<file path="src/rtl/csel_pipe_adder.sv">
// csel_pipe_adder: two-stage pipelined carry-select adder with valid/ready
// handshakes on both sides.
//
// Ports:
//   clk, rst_n           clock (rising edge), async active-low reset
//   in_valid / in_ready  operand handshake (a, b, cin)
//   out_valid/out_ready  result handshake (sum, cout, ovf)
//   sum                  a+b+cin modulo 2^WIDTH
//   cout                 carry out of bit WIDTH-1
//   ovf                  signed overflow, only when CSEL_OVF_EN is defined
//
// Stage 1 registers the lower-half sum/carry and both upper-half candidates
// (carry-in 0 and 1). Stage 2 picks a candidate with the registered lower
// carry and registers the final result.
//
// Parameters: WIDTH (even, >= 4), SPLIT (lower-half width, 1..WIDTH-1).
// Optional feature macro: CSEL_OVF_EN (adds the ovf port and MSB regs).
module csel_pipe_adder #(
  parameter int WIDTH = 16,
  parameter int SPLIT = WIDTH / 2
) (
  input  logic             clk,
  input  logic             rst_n,
  input  logic             in_valid,
  output logic             in_ready,
  input  logic [WIDTH-1:0] a,
  input  logic [WIDTH-1:0] b,
  input  logic             cin,
  output logic             out_valid,
  input  logic             out_ready,
  output logic [WIDTH-1:0] sum,
  output logic             cout
`ifdef CSEL_OVF_EN
  ,
  output logic             ovf
`endif
);

  localparam int HW = WIDTH - SPLIT;

  // ---------------------------------------------------------------
  // Handshake / stall control
  // ---------------------------------------------------------------
  logic w_s1_adv;
  logic w_s2_adv;
  logic w_in_xfer;

  logic r_s1_valid;
  logic r_out_valid;

  // Stage 2 may load when it is empty or its result leaves this cycle.
  assign w_s2_adv  = !r_out_valid || out_ready;
  assign w_s1_adv  = !r_s1_valid || w_s2_adv;
  assign w_in_xfer = in_valid && w_s1_adv;

  assign in_ready  = w_s1_adv;
  assign out_valid = r_out_valid;

  // ---------------------------------------------------------------
  // Stage 1 combinational: lower half and both upper candidates
  // ---------------------------------------------------------------
  logic [SPLIT-1:0] w_a_lo;
  logic [SPLIT-1:0] w_b_lo;
  logic [HW-1:0]    w_a_hi;
  logic [HW-1:0]    w_b_hi;
  logic [SPLIT:0]   w_lo;
  logic [HW:0]      w_hi0;
  logic [HW:0]      w_hi1;

  assign w_a_lo = a[SPLIT-1:0];
  assign w_b_lo = b[SPLIT-1:0];
  assign w_a_hi = a[WIDTH-1:SPLIT];
  assign w_b_hi = b[WIDTH-1:SPLIT];

  assign w_lo  = {1'b0, w_a_lo}
               + {1'b0, w_b_lo}
               + {{SPLIT{1'b0}}, cin};

  // Both upper sums are built independently so neither waits on the
  // lower-half carry chain.
  assign w_hi0 = {1'b0, w_a_hi}
               + {1'b0, w_b_hi};
  assign w_hi1 = {1'b0, w_a_hi}
               + {1'b0, w_b_hi}
               + {{HW{1'b0}}, 1'b1};

  // ---------------------------------------------------------------
  // Stage 1 registers
  // ---------------------------------------------------------------
  logic [SPLIT-1:0] r_lo_sum;
  logic             r_lo_c;
  logic [HW:0]      r_hi0;
  logic [HW:0]      r_hi1;
`ifdef CSEL_OVF_EN
  logic             r_a_msb;
  logic             r_b_msb;
`endif

  always_ff @(posedge clk or negedge rst_n) begin
    if (!rst_n) begin
      r_s1_valid <= 1'b0;
      r_lo_sum   <= '0;
      r_lo_c     <= 1'b0;
      r_hi0      <= '0;
      r_hi1      <= '0;
    end else if (w_s1_adv) begin
      r_s1_valid <= in_valid;
      if (in_valid) begin
        r_lo_sum <= w_lo[SPLIT-1:0];
        r_lo_c   <= w_lo[SPLIT];
        r_hi0    <= w_hi0;
        r_hi1    <= w_hi1;
      end
    end
  end

`ifdef CSEL_OVF_EN
  always_ff @(posedge clk or negedge rst_n) begin
    if (!rst_n) begin
      r_a_msb <= 1'b0;
      r_b_msb <= 1'b0;
    end else if (w_in_xfer) begin
      r_a_msb <= a[WIDTH-1];
      r_b_msb <= b[WIDTH-1];
    end
  end
`endif

  // ---------------------------------------------------------------
  // Stage 2 combinational: carry-select mux
  // ---------------------------------------------------------------
  logic [HW:0]      w_hi_sel;
  logic [WIDTH-1:0] w_sum_nxt;
  logic             w_cout_nxt;

  assign w_hi_sel   = r_lo_c ? r_hi1 : r_hi0;
  assign w_sum_nxt  = {w_hi_sel[HW-1:0], r_lo_sum};
  assign w_cout_nxt = w_hi_sel[HW];

`ifdef CSEL_OVF_EN
  logic w_ovf_nxt;

  // Like-signed operands producing a result of the other sign.
  assign w_ovf_nxt = (r_a_msb == r_b_msb)
                  && (w_sum_nxt[WIDTH-1] != r_a_msb);
`endif

  // ---------------------------------------------------------------
  // Stage 2 registers (held while out_valid & !out_ready)
  // ---------------------------------------------------------------
  logic [WIDTH-1:0] r_sum;
  logic             r_cout;

  always_ff @(posedge clk or negedge rst_n) begin
    if (!rst_n) begin
      r_out_valid <= 1'b0;
      r_sum       <= '0;
      r_cout      <= 1'b0;
    end else if (w_s2_adv) begin
      r_out_valid <= r_s1_valid;
      if (r_s1_valid) begin
        r_sum  <= w_sum_nxt;
        r_cout <= w_cout_nxt;
      end
    end
  end

  assign sum  = r_sum;
  assign cout = r_cout;

`ifdef CSEL_OVF_EN
  logic r_ovf;

  always_ff @(posedge clk or negedge rst_n) begin
    if (!rst_n) begin
      r_ovf <= 1'b0;
    end else if (w_s2_adv && r_s1_valid) begin
      r_ovf <= w_ovf_nxt;
    end
  end

  assign ovf = r_ovf;
`endif

endmodule
</file>
<file path="config.mk">
export PLATFORM = sky130hd
export DESIGN_NAME = csel_pipe_adder
export DESIGN_NICKNAME = d
export VERILOG_FILES = /design/src/rtl/csel_pipe_adder.sv
export SDC_FILE = /design/constraint.sdc
export NUM_CORES = 1
export LEC_CHECK = 0
export BUFFER_PORTS_ARGS = -buffer_cell sky130_fd_sc_hd__buf_2
export CAP_MARGIN = 0
export CORE_ASPECT_RATIO = 0.75
export CORE_UTILIZATION = 35
export CTS_BUF_LIST = sky130_fd_sc_hd__clkbuf_8
export DETAILED_ROUTE_END_ITERATION = 12
export GPL_TIMING_DRIVEN = 0
export HOLD_SLACK_MARGIN = 0.06
export SLEW_MARGIN = 20
export SYNTH_ARGS = -nofsm -noshare
export SYNTH_HDL_FRONTEND = slang
export SYNTH_SLANG_ARGS = --single-unit
export TNS_END_PERCENT = 20
</file>
<file path="constraint.sdc">
create_clock -name clk -period 1.54 [get_ports clk]
set_input_delay 0.154 -clock clk [delete_from_list [all_inputs] [get_ports clk]]
set_output_delay 0.154 -clock clk [all_outputs]
set_load 0.005 [all_outputs]
</file>
==> summary.md, run 1 <==
| Metric | Value |
|---|---|
| Cell Int Power | `roughly 2600 uW` |
| Final min period | `1.812 ns` |
| Clk_lat worst skew | `0.29 ns` |
| Cell Pwr Density | `1122 mW/mm^2` |
| Fin crit share | `117.7%` |
| Final Total Pwr | `3713 uW` |
| Flop pwr share | `45.4%` |
| Port buffer count | `55` |
| Detailed placement HPWL | `3.842 mm` |
| Final Cell Area | `around 0.0033 sq mm` |
| DIE HEIGHT | `~76 microns` |
| Post-synthesis register bit count | `46` |
| First-pass GRT wire length | `8.963 mm` |
| Synth top area cells | `dfrtp_1, ha_1, mux2_2, o21ai_0, nand2_1` |
| Die area | `~0.0076 sq mm` |
| Placer Congestion | `0.7145` |
| Die Wd | `around 100 microns` |
| Arr. time, crit path | `1.99 ns` |
| Switching Share | `30.01%` |
| Post-Syn Nets | `roughly 290` |
| Routed Antenna Nets | `0` |
| # DRC | `0` |
| Relative max-transition margin | `47.57%` |
| Combinational fraction of design power | `between 30% and 40%` |
| DP Area | `0.002955 sq mm` |
| Violated checks | `setup timing` |
| Slew Limit Fails | `0` |
| CP Launch Type | `input port` |
| NetSw | `1114 uW` |
| Clock share of power | `22.5%` |
| DR vias | `approximately 1900` |
| Max rail drop VDD | `0.0004826 V` |
| GRT overflow | `0` |
| Clk buf depth | `2` |
| CTS buffer count | `5` |
| DRT Wirelength | `5.279 mm` |
| Initial Utilization | `between 30% and 40%` |
| Yosys warns | `0` |
| Clock slew at reported path FFs | `approximately 0.080 ns` |
| Yosys top cell area share | `a little under half` |
| CTS tree | `yes` |
| Syn-to-layout area delta | `31.14%` |
| Final worst setup slack | `-0.2721 ns` |
| Most used DFF post-synth | `dfrtp_1` |
| Asr flop ratio synth | `100.0%` |
| Hold Path Class | `input port to flip-flop` |
| Core area | `0.006897 sq mm` |
| Max cap viols | `0` |
| TritonCTS Sinks | `between 40 and 50` |
| Initial DRC count | `slightly below 60` |
| Pin count of the biggest net entering global routing | `47` |
| Fin nets | `~360` |
| First-pass iteration count of the detailed router | `4` |
| FP Rows | `26` |
| WL/cell | `13.00 microns` |
| Area leader, netlist | `dfrtp_1` |
| Netlist cell types | `41` |
| WHS | `0.08570 ns` |
| Cell Area, Synth | `0.002524 sq mm` |
| Critical path class | `input port to flip-flop` |
| Endpoints failing setup | `9` |
| Status | `complete, but fails checks` |
| CTS root buf | `clkbuf_8` |
| Register area share after synthesis | `a little under half` |
| EDFF count, synth | `0` |
| Total GRT Usage | `between 15 and 20%` |
| Initial antenna violation count | `0` |
| Diodes inserted | `0` |
| Syn Area/Cell | `approximately 11 sq um` |
| Cells after Synth | `230` |
| Critical path required time | `1.72 ns` |
| Fraction of layout cells with a size suffix above 1 | `42.53%` |
| Layout Skew | `0.003015 ns` |
| Final hold vios | `0` |
| CP max FO | `2` |
| CTS H-tree depth | `2` |
| Crit. End Element | `flip-flop` |
| Worst-Margin Slew | `0.7865 ns` |
| Lkg Pwr | `0.001591 uW` |
| Via density | `about 4.6` |
| RSZ-0062 raised after global routing | `true` |
| Io pins | `56` |
| Fmax | `~0.55 GHz` |
| Vias in the first global route | `around 1900` |
==> critical path, cell delays in order <==
cell and delay [ns]:
buf_6 0.10, ha_4 0.15, inv_2 0.05, fa_2 0.20
and2b_2 0.24, o221ai_2 0.18, a21o_2 0.19, nand2b_1 0.06
a21o_1 0.20, nor2b_4 0.14, a221o_1 0.32
==> power groups by stage <==
stage	logic (uW)	registers (uW)	clock network, uW
after floorplan	680	1700	0
after global placement	1050	1700	0
after detailed placement	1070	1720	0
after CTS	1160	1690	869
after global routing	1330	1730	927
final	1190	1690	837
==> synth_stat cells, drive strengths merged, types with 2 or more instances <==
| master | instances |
|---|---|
| a21o | 6 |
| a21oi | 6 |
| clkbuf | 7 |
| dfrtp | 46 |
| fa | 3 |
| ha | 16 |
| inv | 9 |
| mux2 | 14 |
| mux2i | 10 |
| nand2 | 30 |
| nand2b | 4 |
| nand3 | 3 |
| nand3b | 2 |
| nor2 | 5 |
| nor2b | 2 |
| nor3 | 2 |
| o21ai | 30 |
| o21bai | 3 |
| or2 | 2 |
| xnor2 | 10 |
| xor2 | 8 |
==> metal layers <==
layer	routed length [microns]	up-vias	global-route usage [%]
li1	-	945	-
met3	194	4	3.394
met5	0	-	0
met2	2368	32	25.67
met1	2688	869	21.39
met4	27	0	3.382
==> metrics by stage <==
step                cells  util (%)  setup TNS, ns  setup slack (ns)
floorplan             230         -         -2.243           -0.4401
global placement      383     42.85         -7.266           -0.7592
detailed placement    383     42.85         -7.827           -0.7748
CTS                   403     46.97        -0.9221           -0.2894
global route          406     47.99         -2.107           -0.3674
finish                406     47.99         -1.049           -0.2721
==> final timing paths <==
kind	from	to	slack, ns	cells past startpoint
hold reg to reg	sum[10]	sum[10]	0.48	2
setup / recovery	b[8]	r_hi1[8]	-0.27	11
min in group asynchronous	rst_n	sum[1]	0.42	2
hold / removal	in_valid	r_s1_valid	0.09	2
setup reg to reg	r_s1_valid	r_lo_sum[0]	-0.04	5
max in group asynchronous	rst_n	r_lo_sum[2]	0.71	2
==> state kept, by name (all words and copies together) (netlist names) <==
register	flops
cout	1
out_valid	1
r_hi0	9
r_hi1	9
r_lo_c	1
r_lo_sum	8
r_s1_valid	1
sum	16
==> layout make-up <==
cell class	instances	area, sq um
Sequential cell	46	1151
Clock buffer	8	110.1
Inverter	9	33.78
Multi-Input combinational cell	167	1420
Fill cell	688	3587
Buffer	8	56.30
Timing Repair Buffer	70	415.4
Tap cell	98	122.6
==> cell usage in the layout (no fill, tap or decap), types with 5 or more instances in the layout <==
cell type and instances:
clkbuf_8 9, inv_1 6, buf_2 52, o21ai_0 23
nand2_1 29, o21ai_1 7, dfrtp_1 46, ha_1 15
buf_6 5, mux2_2 14, a21o_1 5, buf_4 14
xor2_1 6, xnor2_1 6, mux2i_1 10
==> what timing repair did <==
item,4_1_cts,5_1_grt
hold buffers,0,1
buffers inserted,12,2
endpoints found under the setup margin,25,19
hold endpoints to repair,0,46
resized for setup,28,15
pin swaps,21,8
==> cell families after synthesis <==
kind of cell               after synthesis  synth area share (%)
and+or+nand+nor                         54                 10.76
AOI/OAI and AO/OA                       52                 13.98
DFF                                     46                 45.61
muxes                                   24                 10.21
adders and majority gates               19                 10.31
xor gates and xnor gates                18                 6.544
buffers and inverters                   17                 2.578
(Power assumes the default switching activity.)
==> inputs of run 2 (changes only) <==
Clock period 1.54 ns to 1.7 ns, I/O delays scaled along.
==> summary.md, run 2 (synthesis gave the netlist of run 1 again) <==
| Metric | Value |
|---|---|
| CTS buffer count | `5` |
| Critical path required time | `1.88 ns` |
| CP Launch Type | `input port` |
| DRT Wirelength | `5.110 mm` |
| First-pass GRT wire length | `approximately 8.5 mm` |
| RSZ-0062 raised after global routing | `true` |
| Placer Congestion | `0.7324` |
| # DRC | `0` |
| DR vias | `approximately 1800` |
| First-pass iteration count of the detailed router | `4` |
| Port buffer count | `55` |
| DP Area | `0.002950 sq mm` |
| Initial Utilization | `36.59%` |
| CP max FO | `4` |
| Detailed placement HPWL | `3.647 mm` |
| Die area | `0.007558 sq mm` |
| Clk_lat worst skew | `0.30 ns` |
| Fin crit share | `105.0%` |
| GRT overflow | `0` |
| Final Cell Area | `approximately 0.0032 sq mm` |
| Total GRT Usage | `14.74%` |
| FF-to-FF Start | `r_s1_valid` |
| Flop2flop setup slack | `0.11 ns` |
| Die Wd | `100.1 microns` |
| Fin nets | `~350` |
| Hold Path Class | `input port to flip-flop` |
| Fmax | `0.5602 GHz` |
| Core area | `0.006897 sq mm` |
| Fraction of layout cells with a size suffix above 1 | `40.13%` |
| TritonCTS Sinks | `46` |
| Most frequent cells in the layout | `buf_2, dfrtp_1, nand2_1, o21ai_0, mux2_2` |
| Final worst setup slack | `-0.08508 ns` |
| Final hold vios | `0` |
| Max cap viols | `0` |
| FF+latch area | `approximately 0.0012 sq mm` |
| Io pins | `56` |
| Arr. time, crit path | `slightly below 2 ns` |
| Clk buf depth | `2` |
| FF-to-FF End | `r_lo_sum[0]` |
| Pin count of the biggest net entering global routing | `47` |
| Critical path class | `input port to flip-flop` |
| Initial DRC count | `71` |
| Most common cell after layout, fill and taps aside | `buf_2` |
| Cell Pwr Density | `1043 mW/mm^2` |
| Worst Hold End | `r_s1_valid` |
| Syn-to-layout area delta | `28.01%` |
| Lkg Pwr | `around 0.0015 uW` |
| Violated checks | `setup timing` |
| WHS | `0.09982 ns` |
| Dpl cells | `around 380` |
| Crit. End Element | `flip-flop` |
| Relative max-transition margin | `~49%` |
| Slew Limit Fails | `0` |
| FP Rows | `26` |
| DIE HEIGHT | `about 76 microns` |
| WL/cell | `roughly 13 microns` |
| Final min period | `1.785 ns` |
| Worst-Margin Slew | `0.7635 ns` |
| Vias in the first global route | `around 1700` |
| Reg2Reg Depth | `5` |
| CTS root buf | `clkbuf_8` |
| Endpoints failing setup | `1` |
| Min-delay src | `in_valid` |
| Layout Skew | `0.006996 ns` |
| Non-filler instance count after layout | `between 300 and 400` |
| Area of the multi-input gates | `0.001429 sq mm` |
| Routed Antenna Nets | `0` |
| Final Total Pwr | `3369 uW` |
| Hold Path Stages | `2` |
| Largest register FFs | `16` |
| Status | `complete, but fails checks` |
| Max rail drop VDD | `0.0003764 V` |
| CP startpoint | `b[8]` |
| CTS tree | `yes` |
| Clock slew at reported path FFs | `0.08 ns` |
| FILL cells | `674` |
| Via density | `between 4 and 5` |
| Initial antenna violation count | `0` |
| Diodes inserted | `0` |
| CTS H-tree depth | `2` |
## run 2: cell types whose count changed in the layout (fill, tap and decap cells not counted), moves of 3 or more
cell	before	now
buf_4	14	7
clkbuf_8	9	5
o21ai_0	23	26
o21ai_1	7	4
## run 2: layout make-up
class / count / share of cell area [%]
Clock inverter: 3 / 1.239
Sequential cell: 46 / 35.63
Clock buffer: 5 / 2.130
Buffer: 8 / 1.278
Multi-Input combinational cell: 167 / 44.23
Timing Repair Buffer: 61 / 10.65
Tap cell: 98 / 3.796
Inverter: 9 / 1.046
## run 2: power breakdown
group	switching (uW)	leakage, uW	internal, uW
sequential	145	0.000559	1380
combinational	511	0.000911	534
clock	363	0.0000579	433
total	1020	0.00153	2350
## run 2: timing repair
item,in CTS,in global routing
buffers inserted,4,1
gates resized for setup,14,20
setup endpoints to repair,14,22
hold buffers,0,1
hold endpoints to repair,0,46
cloned,0,0
pin swaps,9,17
## run 2: routing by layer
metal / up-vias / wire [microns] / track usage [%] / share of wire, %
li1: 931 / - / - / -
met1: 864 / 2703 / 22.20 / 53
met2: 44 / 2123 / 21.38 / 42
met3: 5 / 249 / 3.303 / 4.9
met4: 0 / 34 / 3.865 / 0.67
met5: - / 0 / 0 / 0
## run 2: through the flow
step | worst slack, ns | util (%) | setup TNS, ns
floorplan | -0.2961 | - | -1.001
global placement | -0.6038 | 42.78 | -4.208
detailed placement | -0.6035 | 42.78 | -4.336
CTS | -0.1236 | 45.88 | -0.3640
global route | -0.1846 | 46.84 | -0.4801
finish | -0.08508 | 46.84 | -0.08508
## run 2: critical path, cell delays in order
cell      delay (ns)
buf_6           0.08
ha_4            0.13
inv_2           0.04
fa_2            0.33
and2b_2         0.24
o221ai_2        0.10
a21o_2          0.26
o311ai_4        0.12
nor3_2          0.10
nor4b_4         0.14
a221o_1         0.27
## run 2: how the worst max path moves through the flow
| stage | to | slack, ns | depth (start not counted) |
|---|---|---|---|
| 2_1_floorplan | r_hi1[8] | -0.30 | 10 |
| 3_3_place_gp | r_hi1[8] | -0.60 | 11 |
| 3_5_place_dp | r_hi1[8] | -0.60 | 11 |
| 4_1_cts | r_hi1[8] | -0.12 | 9 |
| 5_1_grt | r_hi1[8] | -0.18 | 11 |
| 6_report | r_hi1[8] | -0.09 | 11 |
==> inputs of run 3 (changes only) <==
Settings changed: PLACE_DENSITY set to 0.56.
==> summary.md, run 3 (synthesis gave the netlist of run 1 again) <==
| Metric | Value |
|---|---|
| Status | `complete, but fails checks` |
| Violated checks | `setup timing` |
| DP Area | `0.002950 sq mm` |
| CTS H-tree depth | `2` |
| CP startpoint | `b[8]` |
| Placer Congestion | `just under 0.7` |
| Clk_lat worst skew | `0.30 ns` |
| Crit. End Element | `flip-flop` |
| WL/cell | `around 13 microns` |
| WHS | `0.08081 ns` |
| Lkg Pwr | `0.001545 uW` |
| Layout Skew | `0.006718 ns` |
| Max cap viols | `0` |
| Most common cell after layout, fill and taps aside | `buf_2` |
| Most frequent cells in the layout | `buf_2, dfrtp_1, nand2_1, o21ai_0, ha_1` |
| FF-to-FF End | `r_lo_sum[0]` |
| Fin util | `46.81%` |
| Endpoints failing setup | `3` |
| Max rail drop VDD | `around 0.00049 V` |
| First-pass iteration count of the detailed router | `4` |
| CP Launch Type | `input port` |
| Hold Path Class | `input port to flip-flop` |
| FF-to-FF Start | `r_s1_valid` |
| CTS buffer count | `5` |
| Reg2Reg Depth | `5` |
| Total GRT Usage | `around 15%` |
| Final worst setup slack | `-0.1488 ns` |
| Core area | `roughly 0.0069 sq mm` |
| Initial antenna violation count | `0` |
| FP Rows | `26` |
| Port buffer count | `55` |
| Fin nets | `355` |
| DRT Wirelength | `5.095 mm` |
| Arr. time, crit path | `2.04 ns` |
| Final min period | `1.849 ns` |
| Fin crit share | `108.8%` |
| CTS root buf | `clkbuf_8` |
| Final Cell Area | `0.003228 sq mm` |
| First-pass GRT wire length | `8.659 mm` |
| Pin count of the biggest net entering global routing | `47` |
| Initial DRC count | `29` |
| Io pins | `56` |
| Vias in the first global route | `1843` |
| Critical path required time | `1.89 ns` |
| Fmax | `~0.54 GHz` |
| CP max FO | `3` |
| DIE HEIGHT | `75.54 microns` |
| DR vias | `1856` |
| Die Wd | `100.1 microns` |
| Setup TNS | `-0.2324 ns` |
| Clk buf depth | `2` |
| Initial Utilization | `36.59%` |
| Final Total Pwr | `roughly 3500 uW` |
| Critical path class | `input port to flip-flop` |
| # DRC | `0` |
| Hold Path Stages | `2` |
| CTS tree | `yes` |
| Final hold vios | `0` |
| Syn-to-layout area delta | `27.91%` |
| Slew Limit Fails | `0` |
| RSZ-0062 raised after global routing | `true` |
| GRT overflow | `0` |
| Worst Hold End | `r_s1_valid` |
| Fraction of layout cells with a size suffix above 1 | `39.00%` |
| Routed Antenna Nets | `0` |
| Via density | `approximately 4.7` |
| TritonCTS Sinks | `46` |
| Worst-Margin Slew | `0.7832 ns` |
| Detailed placement HPWL | `~3.8 mm` |
| Clock slew at reported path FFs | `0.09 ns` |
| Die area | `0.007558 sq mm` |
| Diodes inserted | `0` |
| Cell Pwr Density | `approximately 1100 mW/mm^2` |
| Largest register FFs | `16` |
| Flop2flop setup slack | `approximately 0.1 ns` |
| Min-delay src | `in_valid` |
| FILL cells | `just under 700` |
| Relative max-transition margin | `47.78%` |
-- run 3: cell count changes in the layout (fill, tap and decap cells not counted), sizes merged --
cell    previous run  this run
clkinv             2         0
clkbuf            12        14
bufinv             1         2
-- run 3: timing repair --
action	in CTS	in global routing
setup buffers	3	3
endpoints found under the hold margin	0	46
pin swaps	13	12
setup endpoints to repair	13	23
gates resized for setup	12	15
hold buffers	0	1
-- run 3: how the worst max path moves through the flow --
stage | cells past startpoint | endpoint
2_1_floorplan | 10 | r_hi1[8]
3_3_place_gp | 11 | r_hi1[8]
3_5_place_dp | 11 | r_hi1[8]
4_1_cts | 11 | r_hi1[8]
5_1_grt | 11 | r_hi1[8]
6_report | 11 | r_hi1[8]
-- run 3: stage by stage --
stage          worst slack, ns  cells
6_report               -0.1488    398
2_1_floorplan          -0.2961    230
4_1_cts                -0.1351    394
3_3_place_gp           -0.6221    383
3_5_place_dp           -0.6197    383
5_1_grt                -0.2547    398
-- run 3: final cells by class --
cell class,count,area (sq um),share of cell area [%]
plain buffers,8,42.54,1.318
clock buffers,6,82.58,2.558
clock inverters,2,60.06,1.860
inverters,9,33.78,1.047
multi-input cells,167,1384,42.87
flip-flops and latches,46,1151,35.66
well taps,98,122.6,3.798
repair buffers,62,351.6,10.89
-- run 3: worst max-delay path: stages --
cell and delay, ns:
buf_6 0.08, ha_4 0.13, inv_2 0.03, fa_2 0.36, and2b_2 0.26, o22ai_2 0.08
xnor2_2 0.18, nand4_1 0.18, nor3_2 0.19, nand2_1 0.08, a221o_1 0.32
-- run 3: power breakdown --
part	leakage, uW	internal (uW)	switching, uW
logic	0.000914	519	487
clock network	0.0000714	627	380
registers	0.000559	1380	147
-- run 3: routing by layer --
metal | vias up | share of wire [%] | track usage (%)
li1 | 932 | - | -
met1 | 881 | 52 | 21.17
met2 | 38 | 43 | 23.91
met3 | 5 | 4.4 | 3.119
met4 | 0 | 0.82 | 4.831
met5 | - | 0 | 0
